<file path="src/rtl/cpu_consts.sv">
// ---------------------------------------------------------------------------
// cpu_consts
// Shared constants and types for the fetch-stage branch predictor.
//   bp_ctr_t      : 2-bit saturating counter encoding (SNT/WNT/WT/ST)
//   BP_CTR_RESET  : value every counter takes on reset (weak not-taken)
//   bpCtrNext     : saturating increment/decrement of a counter
// Optional feature macro used by the predictor: BP_GSHARE_EN
// ---------------------------------------------------------------------------
package cpu_consts;

    typedef enum logic [1:0] {
        SNT = 2'b00,
        WNT = 2'b01,
        WT  = 2'b10,
        ST  = 2'b11
    } bp_ctr_t;

    localparam bp_ctr_t BP_CTR_RESET = WNT;

    // Move a counter one step toward the observed outcome, saturating at
    // the strong states so a single surprise cannot flip a strong bias.
    function automatic bp_ctr_t bpCtrNext(input bp_ctr_t ctr, input logic taken);
        bp_ctr_t result;
        result = ctr;
        unique case (ctr)
            SNT: result = taken ? WNT : SNT;
            WNT: result = taken ? WT  : SNT;
            WT:  result = taken ? ST  : WNT;
            ST:  result = taken ? ST  : WT;
            default: result = ctr;
        endcase
        return result;
    endfunction

endpackage

</file>
<file path="src/rtl/branch_predictor_btb.sv">
// ---------------------------------------------------------------------------
// bp_btb
// Direct-mapped branch target buffer: valid/tag/target array with one
// combinational lookup port and one synchronous write port.
// Ports:
//   clk, reset       : clock, synchronous active-high reset (clears valids)
//   rd_pc_i          : lookup PC
//   rd_hit_o         : entry valid and tag matches
//   rd_target_o      : stored target on a hit, 0 otherwise
//   wr_en_i          : write strobe (taken branch resolved)
//   wr_pc_i          : PC of the branch being written
//   wr_target_i      : target to store
// ---------------------------------------------------------------------------
module bp_btb #(
    parameter int ENTRIES = 16
) (
    input  logic        clk,
    input  logic        reset,
    input  logic [63:0] rd_pc_i,
    output logic        rd_hit_o,
    output logic [63:0] rd_target_o,
    input  logic        wr_en_i,
    input  logic [63:0] wr_pc_i,
    input  logic [63:0] wr_target_i
);

    localparam int JB = $clog2(ENTRIES);
    localparam int TW = 64 - JB - 2;

    logic          valid_q  [ENTRIES];
    logic [TW-1:0] tag_q    [ENTRIES];
    logic [63:0]   target_q [ENTRIES];

    logic [JB-1:0] rdIdx;
    logic [JB-1:0] wrIdx;
    logic          unusedPcBits;

    assign rdIdx = rd_pc_i[JB+1:2];
    assign wrIdx = wr_pc_i[JB+1:2];

    // Instruction alignment bits never take part in indexing or tagging.
    assign unusedPcBits = ^{rd_pc_i[1:0], wr_pc_i[1:0]};

    // Lookup: a hit needs both a valid entry and a full upper-PC tag match,
    // so PCs that only share index bits do not alias into each other.
    always_comb begin
        rd_hit_o    = valid_q[rdIdx] && (tag_q[rdIdx] == rd_pc_i[63:JB+2]);
        rd_target_o = rd_hit_o ? target_q[rdIdx] : 64'd0;
    end

    // Reset only needs to clear valid bits; tag/target contents are don't-care
    // until an entry is written. Reset wins over a same-cycle write.
    always_ff @(posedge clk) begin
        if (reset) begin
            for (int i = 0; i < ENTRIES; i++) begin
                valid_q[i] <= 1'b0;
            end
        end else if (wr_en_i) begin
            valid_q[wrIdx]  <= 1'b1;
            tag_q[wrIdx]    <= wr_pc_i[63:JB+2];
            target_q[wrIdx] <= wr_target_i;
        end
    end

endmodule

</file>
<file path="src/rtl/branch_predictor.sv">
// ---------------------------------------------------------------------------
// branch_predictor
// Fetch-stage bimodal predictor (2-bit counters) with a direct-mapped BTB.
// Optional gshare indexing is enabled by defining BP_GSHARE_EN.
// Ports:
//   clk, reset           : clock, synchronous active-high reset
//   pc_i                 : fetch PC to predict
//   pred_taken_o         : BTB hit and counter predicts taken (combinational)
//   pred_target_o        : BTB target on a hit, else 0
//   upd_valid_i          : resolved-branch update strobe
//   upd_is_b_type_i      : resolved instruction is a conditional branch
//   upd_pc_i             : PC of the resolved branch
//   upd_taken_i          : actual outcome
//   upd_target_i         : actual taken target
//   upd_pred_taken_i     : prediction fetch made for this branch
//   mispredict_o         : registered, one cycle per mispredicting update
//   pred_ghr_o/upd_ghr_i : global history out/in (BP_GSHARE_EN only)
// ---------------------------------------------------------------------------
module branch_predictor
    import cpu_consts::*;
#(
    parameter int BHT_ENTRIES = 64,
    parameter int BTB_ENTRIES = 16
) (
    input  logic        clk,
    input  logic        reset,
    input  logic [63:0] pc_i,
    output logic        pred_taken_o,
    output logic [63:0] pred_target_o,
    input  logic        upd_valid_i,
    input  logic        upd_is_b_type_i,
    input  logic [63:0] upd_pc_i,
    input  logic        upd_taken_i,
    input  logic [63:0] upd_target_i,
    input  logic        upd_pred_taken_i,
`ifdef BP_GSHARE_EN
    output logic [$clog2(BHT_ENTRIES)-1:0] pred_ghr_o,
    input  logic [$clog2(BHT_ENTRIES)-1:0] upd_ghr_i,
`endif
    output logic        mispredict_o
);

    localparam int IB = $clog2(BHT_ENTRIES);

    bp_ctr_t       ctrTable_q [BHT_ENTRIES];
    bp_ctr_t       rdCtr;
    bp_ctr_t       ctrNext_d;
    logic [IB-1:0] rdIdx;
    logic [IB-1:0] wrIdx;
    logic          updApply;
    logic          mispredict_q;
    logic          btbHit;
    logic [63:0]   btbTarget;

    assign updApply = upd_valid_i & upd_is_b_type_i;

`ifdef BP_GSHARE_EN
    logic [IB-1:0] ghr_q;

    // The update reuses the history fetch saw, not the current one, so the
    // trained counter is the same one that produced the prediction.
    assign rdIdx      = pc_i[IB+1:2] ^ ghr_q;
    assign wrIdx      = upd_pc_i[IB+1:2] ^ upd_ghr_i;
    assign pred_ghr_o = ghr_q;

    // History shifts in each applied outcome; reset clears it.
    always_ff @(posedge clk) begin
        if (reset) begin
            ghr_q <= '0;
        end else if (updApply) begin
            ghr_q <= {ghr_q[IB-2:0], upd_taken_i};
        end
    end
`else
    assign rdIdx = pc_i[IB+1:2];
    assign wrIdx = upd_pc_i[IB+1:2];
`endif

    assign rdCtr     = ctrTable_q[rdIdx];
    assign ctrNext_d = bpCtrNext(ctrTable_q[wrIdx], upd_taken_i);

    bp_btb #(
        .ENTRIES (BTB_ENTRIES)
    ) u_btb (
        .clk         (clk),
        .reset       (reset),
        .rd_pc_i     (pc_i),
        .rd_hit_o    (btbHit),
        .rd_target_o (btbTarget),
        .wr_en_i     (updApply & upd_taken_i),
        .wr_pc_i     (upd_pc_i),
        .wr_target_i (upd_target_i)
    );

    // Lookup reads the registered table, so a same-cycle update to the same
    // entry is only seen from the next cycle (read-before-write).
    assign pred_taken_o  = btbHit & rdCtr[1];
    assign pred_target_o = btbTarget;
    assign mispredict_o  = mispredict_q;

    // Counter training and the mispredict flag. Reset takes priority and
    // drops any update presented on the same edge.
    always_ff @(posedge clk) begin
        if (reset) begin
            for (int i = 0; i < BHT_ENTRIES; i++) begin
                ctrTable_q[i] <= BP_CTR_RESET;
            end
            mispredict_q <= 1'b0;
        end else begin
            if (updApply) begin
                ctrTable_q[wrIdx] <= ctrNext_d;
            end
            mispredict_q <= updApply & (upd_taken_i ^ upd_pred_taken_i);
        end
    end

endmodule

</file>
<file path="config.mk">
export PLATFORM = sky130hd
export DESIGN_NAME = branch_predictor
export DESIGN_NICKNAME = d
export VERILOG_FILES = /design/src/rtl/cpu_consts.sv /design/src/rtl/branch_predictor_btb.sv /design/src/rtl/branch_predictor.sv
export SDC_FILE = /design/constraint.sdc
export NUM_CORES = 2
export LEC_CHECK = 0
export CORE_UTILIZATION = 50
export CTS_CLUSTER_DIAMETER = 150
export DETAILED_ROUTE_END_ITERATION = 10
export PLACE_DENSITY = 0.67
export SLEW_MARGIN = 10
export SYNTH_ARGS = -nofsm -noshare
export SYNTH_HDL_FRONTEND = slang
export SYNTH_SLANG_ARGS = --single-unit
</file>
<file path="constraint.sdc">
create_clock -name clk -period 23.6 [get_ports clk]
set_input_delay 4.72 -clock clk [delete_from_list [all_inputs] [get_ports clk]]
set_output_delay 4.72 -clock clk [all_outputs]
set_load 0.02 [all_outputs]
</file>
# Yosys cells after proc, flatten, opt, wreduce, memory -nomap -nowiden
# Memories as Yosys holds them, arrays and structs flattened.
# Cells that the tools add are included.
totals:
  reg_bits: 1
  ramBits: 2096
  in_bits: 198
  output_inout_bits: 66
  wordCells: 38
  mem_count: 4
op_classes:
  n_eq_ne: 4
  muxes: 20
  bitwise_logic: 5
  reduce_logical: 4
memory_table:
  columns: ["memory", "words", "word_bits", "read_ports", "rd_ports_with_merged_regs", "write_ports", "line_no", "text"]
  rows:
  - ["u_btb.target_q", 16, 64, 1, 0, 1, "branch_predictor_btb.sv:32", "logic [63:0] target_q [ENTRIES];"]
  - ["u_btb.tag_q", 16, 58, 1, 0, 1, "branch_predictor_btb.sv:31", "logic [TW-1:0] tag_q [ENTRIES];"]
  - ["ctrTable_q", 64, 2, 2, 0, 64, "branch_predictor.sv:45", "bp_ctr_t ctrTable_q [BHT_ENTRIES];"]
  - ["u_btb.valid_q", 16, 1, 1, 0, 16, "branch_predictor_btb.sv:30", "logic valid_q [ENTRIES];"]
op_table:
  columns: ["cell", "count"]
  rows:
  - ["64-bit two-way mux", 1]
  - ["58-bit == test", 1]
  - ["1-bit two-way mux", 13]
  - ["2-bit case mux with 4 select lines", 1]
  - ["2-bit two-way mux", 3]
  - ["6-bit two-way mux", 1]
  - ["1-bit bitwise AND", 4]
  - ["2-bit == test, second input constant", 2]
  - ["4-bit two-way mux", 1]
  - ["2-bit by 1-bit == test with 1-bit output, second input constant", 1]
  - ["2-bit logical NOT", 1]
  - ["2-bit OR reduction", 1]
  - ["1-bit logical AND", 1]
  - ["1-bit OR reduction", 1]
  - ["1-bit XOR", 1]

# Longest topological paths before layout
depth:
  ltp_word: 7
  ltp_mapped: 16
  ltp_nobuf: 8

# Modules after synthesis
# Synthesis repeated with hierarchy kept, for this count alone.
unflattened:
  hier_cells: 4056
  area_unflattened_um2: 84766.3
modules_own_cells:
  columns: ["module", "instances", "cells_per_inst", "area_each_um2", "seq_area_each_um2"]
  rows:
  - ["bp_btb", 1, 3441, 77194.0, 58936.5]
  - ["branch_predictor", 1, 615, 7572.3, 3863.7]

# Least setup slack after synthesis
# Ideal clock, no wire load.
synth_path:
  kind: "input-to-output"
  from: "input port pc_i[2]"
  to: "output port pred_target_o[17]"
  arrival_time_ps: 7677
  setup_slack_ps: 11203
  cell_stages: 11
  cell_sequence: "buf_6 buf_12 buf_6 buf_6 buf_4 buf_6 buf_4 clkbuf_1 mux4_2 mux4_2 and4_1"
synth_via:
  elab_chain_len: 4
  elab_cells_between_ends: 6
  cone_classes: "eq/ne: 1; mux: 1; reduce/logical: 1; memory: 3"
synth_rtl:
  columns: ["item", "line_no", "text"]
  rows:
  - ["start, declared", "branch_predictor.sv:27", "input logic [63:0] pc_i,"]
  - ["memory 16 x 58 bit", null, null]
  - ["58-bit == test", "branch_predictor_btb.sv:47", "rd_hit_o = valid_q[rdIdx] && (tag_q[rdIdx] == rd_pc_i[63:JB+2]);"]
  - ["1-bit logical AND", "branch_predictor_btb.sv:47", null]
  - ["64-bit two-way mux (*)", "branch_predictor_btb.sv:48", "rd_target_o = rd_hit_o ? target_q[rdIdx] : 64'd0;"]
  - ["end, declared", "branch_predictor.sv:29", "output logic [63:0] pred_target_o,"]
# Mark *: on every way between the ends. The rest lies on a longest branch, timed or not.

# Worst setup path after layout
layout_path:
  from: "input port pc_i[2]"
  to: "output port pred_target_o[20]"
# The elaborated chain is that of the path after synthesis.

==> summary.txt <==
Clocking
  – Clock-pin slew on the worst setup and hold paths: 0.06 ns
  – Skew-Pair Late Insertion Delay: 0.86 ns
  – CTS sink cnt: 2,097
  – CTS resizes: 0
  – Hold-fix buffers at CTS: 0
  – Root Buffer: clkbuf_16
  – CTS max path bufs: 3
  – Setup Fix Bufs, Post-CTS: 0
  – H-tree depth: 4
  – CTS buffer count: 204
  – CTS tree: done

Job
  – MaxCap Viol Count: 0

Die
  – Die Ht: between 400 and 500 um
  – Site Rows: 149
  – Initial core utilization: roughly 51%
  – Horiz. Die Dim: 411 um
  – Core box area: 166,000 um^2
  – Die Area: around 170,000 um^2
  – Ports: between 200 and 300

Routing
  – Detailed-router iteration count before antenna repair: 6
  – # DRC: 0
  – Vias: around 41,000
  – Antenna Violating Nets Remaining: 0
  – Wire per inst: 31.2 um
  – DRT iter0 DRCs: 4,281
  – Vias per Instance: roughly 6.2
  – Drt total wl: a little over 200 mm

Run status
  – Outcome: complete, no violations

Yosys
  – Post-synth top area cell: edfxtp_1
  – Most used DFF post-synth: edfxtp_1
  – Synth unique cells: 76
  – Synthesized area per cell: 21.3 um^2
  – Post-synthesis sequential area ratio: 75.1%
  – Asr flop ratio synth: 0%
  – Seq cells post-synth: between 2,000 and 2,500
  – Synth top area cells: edfxtp_1 75%, mux4_2 15%, mux2i_1 2.0%
  – Synthesized Nets: 4,130
  – Post-Syn Area: between 80,000 and 90,000 um^2
  – EDFF count, synth: roughly 2,100
  – Ys Warns: 0
  – Yosys top cell area share: 74.7%
  – Synth Instances: 3,932

Cells and area
  – Finished Cell Area: 94,900 um^2
  – Synth-to-Final Area Change: 13.4%
  – Most common cell after layout, fill and taps aside: edfxtp_1
  – Layout cells sized above 1: roughly 22%
  – Nets: ~4,400
  – Fill count: 12,095
  – Footprint of the multi-input gates: 19,600 um^2
  – Most frequent cells in the layout: 2,080 x edfxtp_1, 545 x mux4_2, 252 x clkdlybuf4s50_1, 204 x clkbuf_16, 170 x mux2i_1
  – Register area: 62,800 um^2

Worst hold path
  – Hold Startpoint: u_btb.valid_q[10]$_DFF_P_
  – Hold/Removal Path Class: reg -> reg

Critical path
  – CP Data Required Time: 18.88 ns
  – Crit end category: primary output
  – CP Max Fanout: 69
  – Kind of critical path: in -> out
  – CP Launch Type: primary input
  – Worst Path Arrival: 11.29 ns
  – CP startpoint: pc_i[2]
  – Reg-to-reg critical path startpoint: ctrTable_q[11][1]$_SDFFCE_PN0P_

STA
  – Final Hold Fails: 0
  – F_max: 62.5 MHz
  – Slew margin rel.: 14.5%
  – Final Skew: 0.0549 ns
  – Setup_tns: 0 ns
  – Worst-Margin Slew: 1.28 ns
  – Fin. max-slew vios: 0
  – Min Tclk post-route: 16.01 ns
  – Final Setup Violations: 0
  – Period utilisation layout: 67.8%
  – Unrepaired setup endpoints after global routing: false

Placement
  – Routability Congestion: 0.840
  – Post-DP HPWL: 110 mm
  – I/O Buffers: 259
  – Placed inst area: 88,600 um^2

Global routing
  – Met1 Use GR: 33.4%
  – Global-route wire length before repair: 295 mm
  – Overall global routing resource usage: approximately 25%
  – Gr busiest metal: met2
  – GRT overflow: 0
  – Initial antenna violation count: 51
  – Pin count of the biggest net entering global routing: 139
  – Routing usage on met2: 39.3%
  – Vias in the first global route: roughly 42,000
  – Grt met3 use: 5.94%

Power and ir drop
  – Leakage Power: 29.5 nW
  – Pwr dens: 79.9 nW/um^2
  – VDD IR-drop max: 0.0752 mV
final timing paths:
path                                                        end  slack [ns]  depth (start not counted)
worst max-delay path                          pred_target_o[20]        7.59                         13
worst min-delay path                  u_btb.valid_q[10]$_DFF_P_        0.47                          2
worst max register to register  ctrTable_q[29][1]$_SDFFCE_PN0P_       20.21                          7
worst min register to register        u_btb.valid_q[10]$_DFF_P_        0.47                          2
synth_stat cells, types with 5 or more instances:
master,count
o22ai_1,29
mux4_2,545
nand2_1,88
xnor2_1,27
clkbuf_1,124
mux2_2,22
and4_1,65
nor2_1,75
clkbuf_2,5
or2_2,19
a22o_1,15
a211oi_1,23
buf_4,22
a21o_1,27
a221oi_1,24
o211ai_1,8
nand4_1,23
dfxtp_1,17
a22oi_1,36
nor2b_1,25
and2_1,18
nor3_1,68
nor4_1,12
nand2b_1,21
nand3_1,50
mux2i_1,170
a31oi_1,6
edfxtp_1,2080
a21oi_1,24
xor2_1,32
o21ai_0,14
buf_1,21
o21bai_1,15
and3_1,5
buf_6,16
buf_2,66
inv_1,25
power breakdown:
| part | leakage (nW) | switching (mW) | internal, mW |
|---|---|---|---|
| logic | 7.72 | 0.238 | 0.169 |
| registers | 18.8 | 0.00498 | 4.11 |
| clock network | 3.04 | 1.37 | 1.69 |
registers in the layout, summed over array words and instances (netlist names):
signal / count
u_btb.valid_q: 16
u_btb.tag_q: 928
ctrTable_q: 128
u_btb.target_q: 1024
mispredict_o: 1
cell type report:
cell class	instances	area share, %
diodes	18	0.0475
clock buffers	254	5.58
clock inverters	118	1.00
inverters	28	0.116
multi-input cells	1548	20.6
flip-flops and latches	2097	66.2
well taps	2189	2.89
repair buffers	352	3.56
stage by stage:
stage / hold WS (ns) / total power [mW] / util [%] / worst slack [ns] / std cells
after floorplan: 0.449 / 4.44 / - / 11.20 / 3932
after global placement: 0.460 / 4.60 / 53.5 / 7.68 / 6214
after detailed placement: 0.463 / 4.60 / 53.5 / 7.64 / 6214
after CTS: 0.472 / 7.64 / 57.3 / 7.58 / 6586
after global routing: 0.496 / 7.79 / 57.3 / 7.30 / 6599
final: 0.472 / 7.58 / 57.3 / 7.59 / 6604
kinds of logic (layout without fill, tap and decap cells):
| group | Yosys count | count (layout) | synth area share [%] |
|---|---|---|---|
| AO/OA/AOI/OAI | 259 | 259 | 2.30 |
| XOR/XNOR | 59 | 59 | 0.618 |
| adder cells (fa/ha/maj) | 2 | 2 | 0.0239 |
| buffers and inverters | 287 | 752 | 1.72 |
| flip-flops | 2097 | 2097 | 75.1 |
| multiplexers | 737 | 737 | 17.0 |
| other | 0 | 18 | 0 |
| AND/OR/NAND/NOR | 491 | 491 | 3.26 |
routing by layer:
metal	vias to the layer above	part of all wire, %
met5	-	0.15
met1	22048	40
met4	46	2.6
li1	17210	-
met2	1600	49
met3	328	8.1
worst max-delay path, stage by stage:
cell             delay, ns
buf_8                 0.53
buf_4                 0.78
buf_4                 0.79
mux4_2                0.61
nor2b_1               0.18
o21ai_1               0.17
a31oi_1               0.10
a221oi_1              0.64
nand3_1               0.18
nor4_2                0.66
buf_4                 0.63
and4_1                0.33
clkdlybuf4s50_1       0.61
No activity file was read; power rests on OpenSTA's default activity.
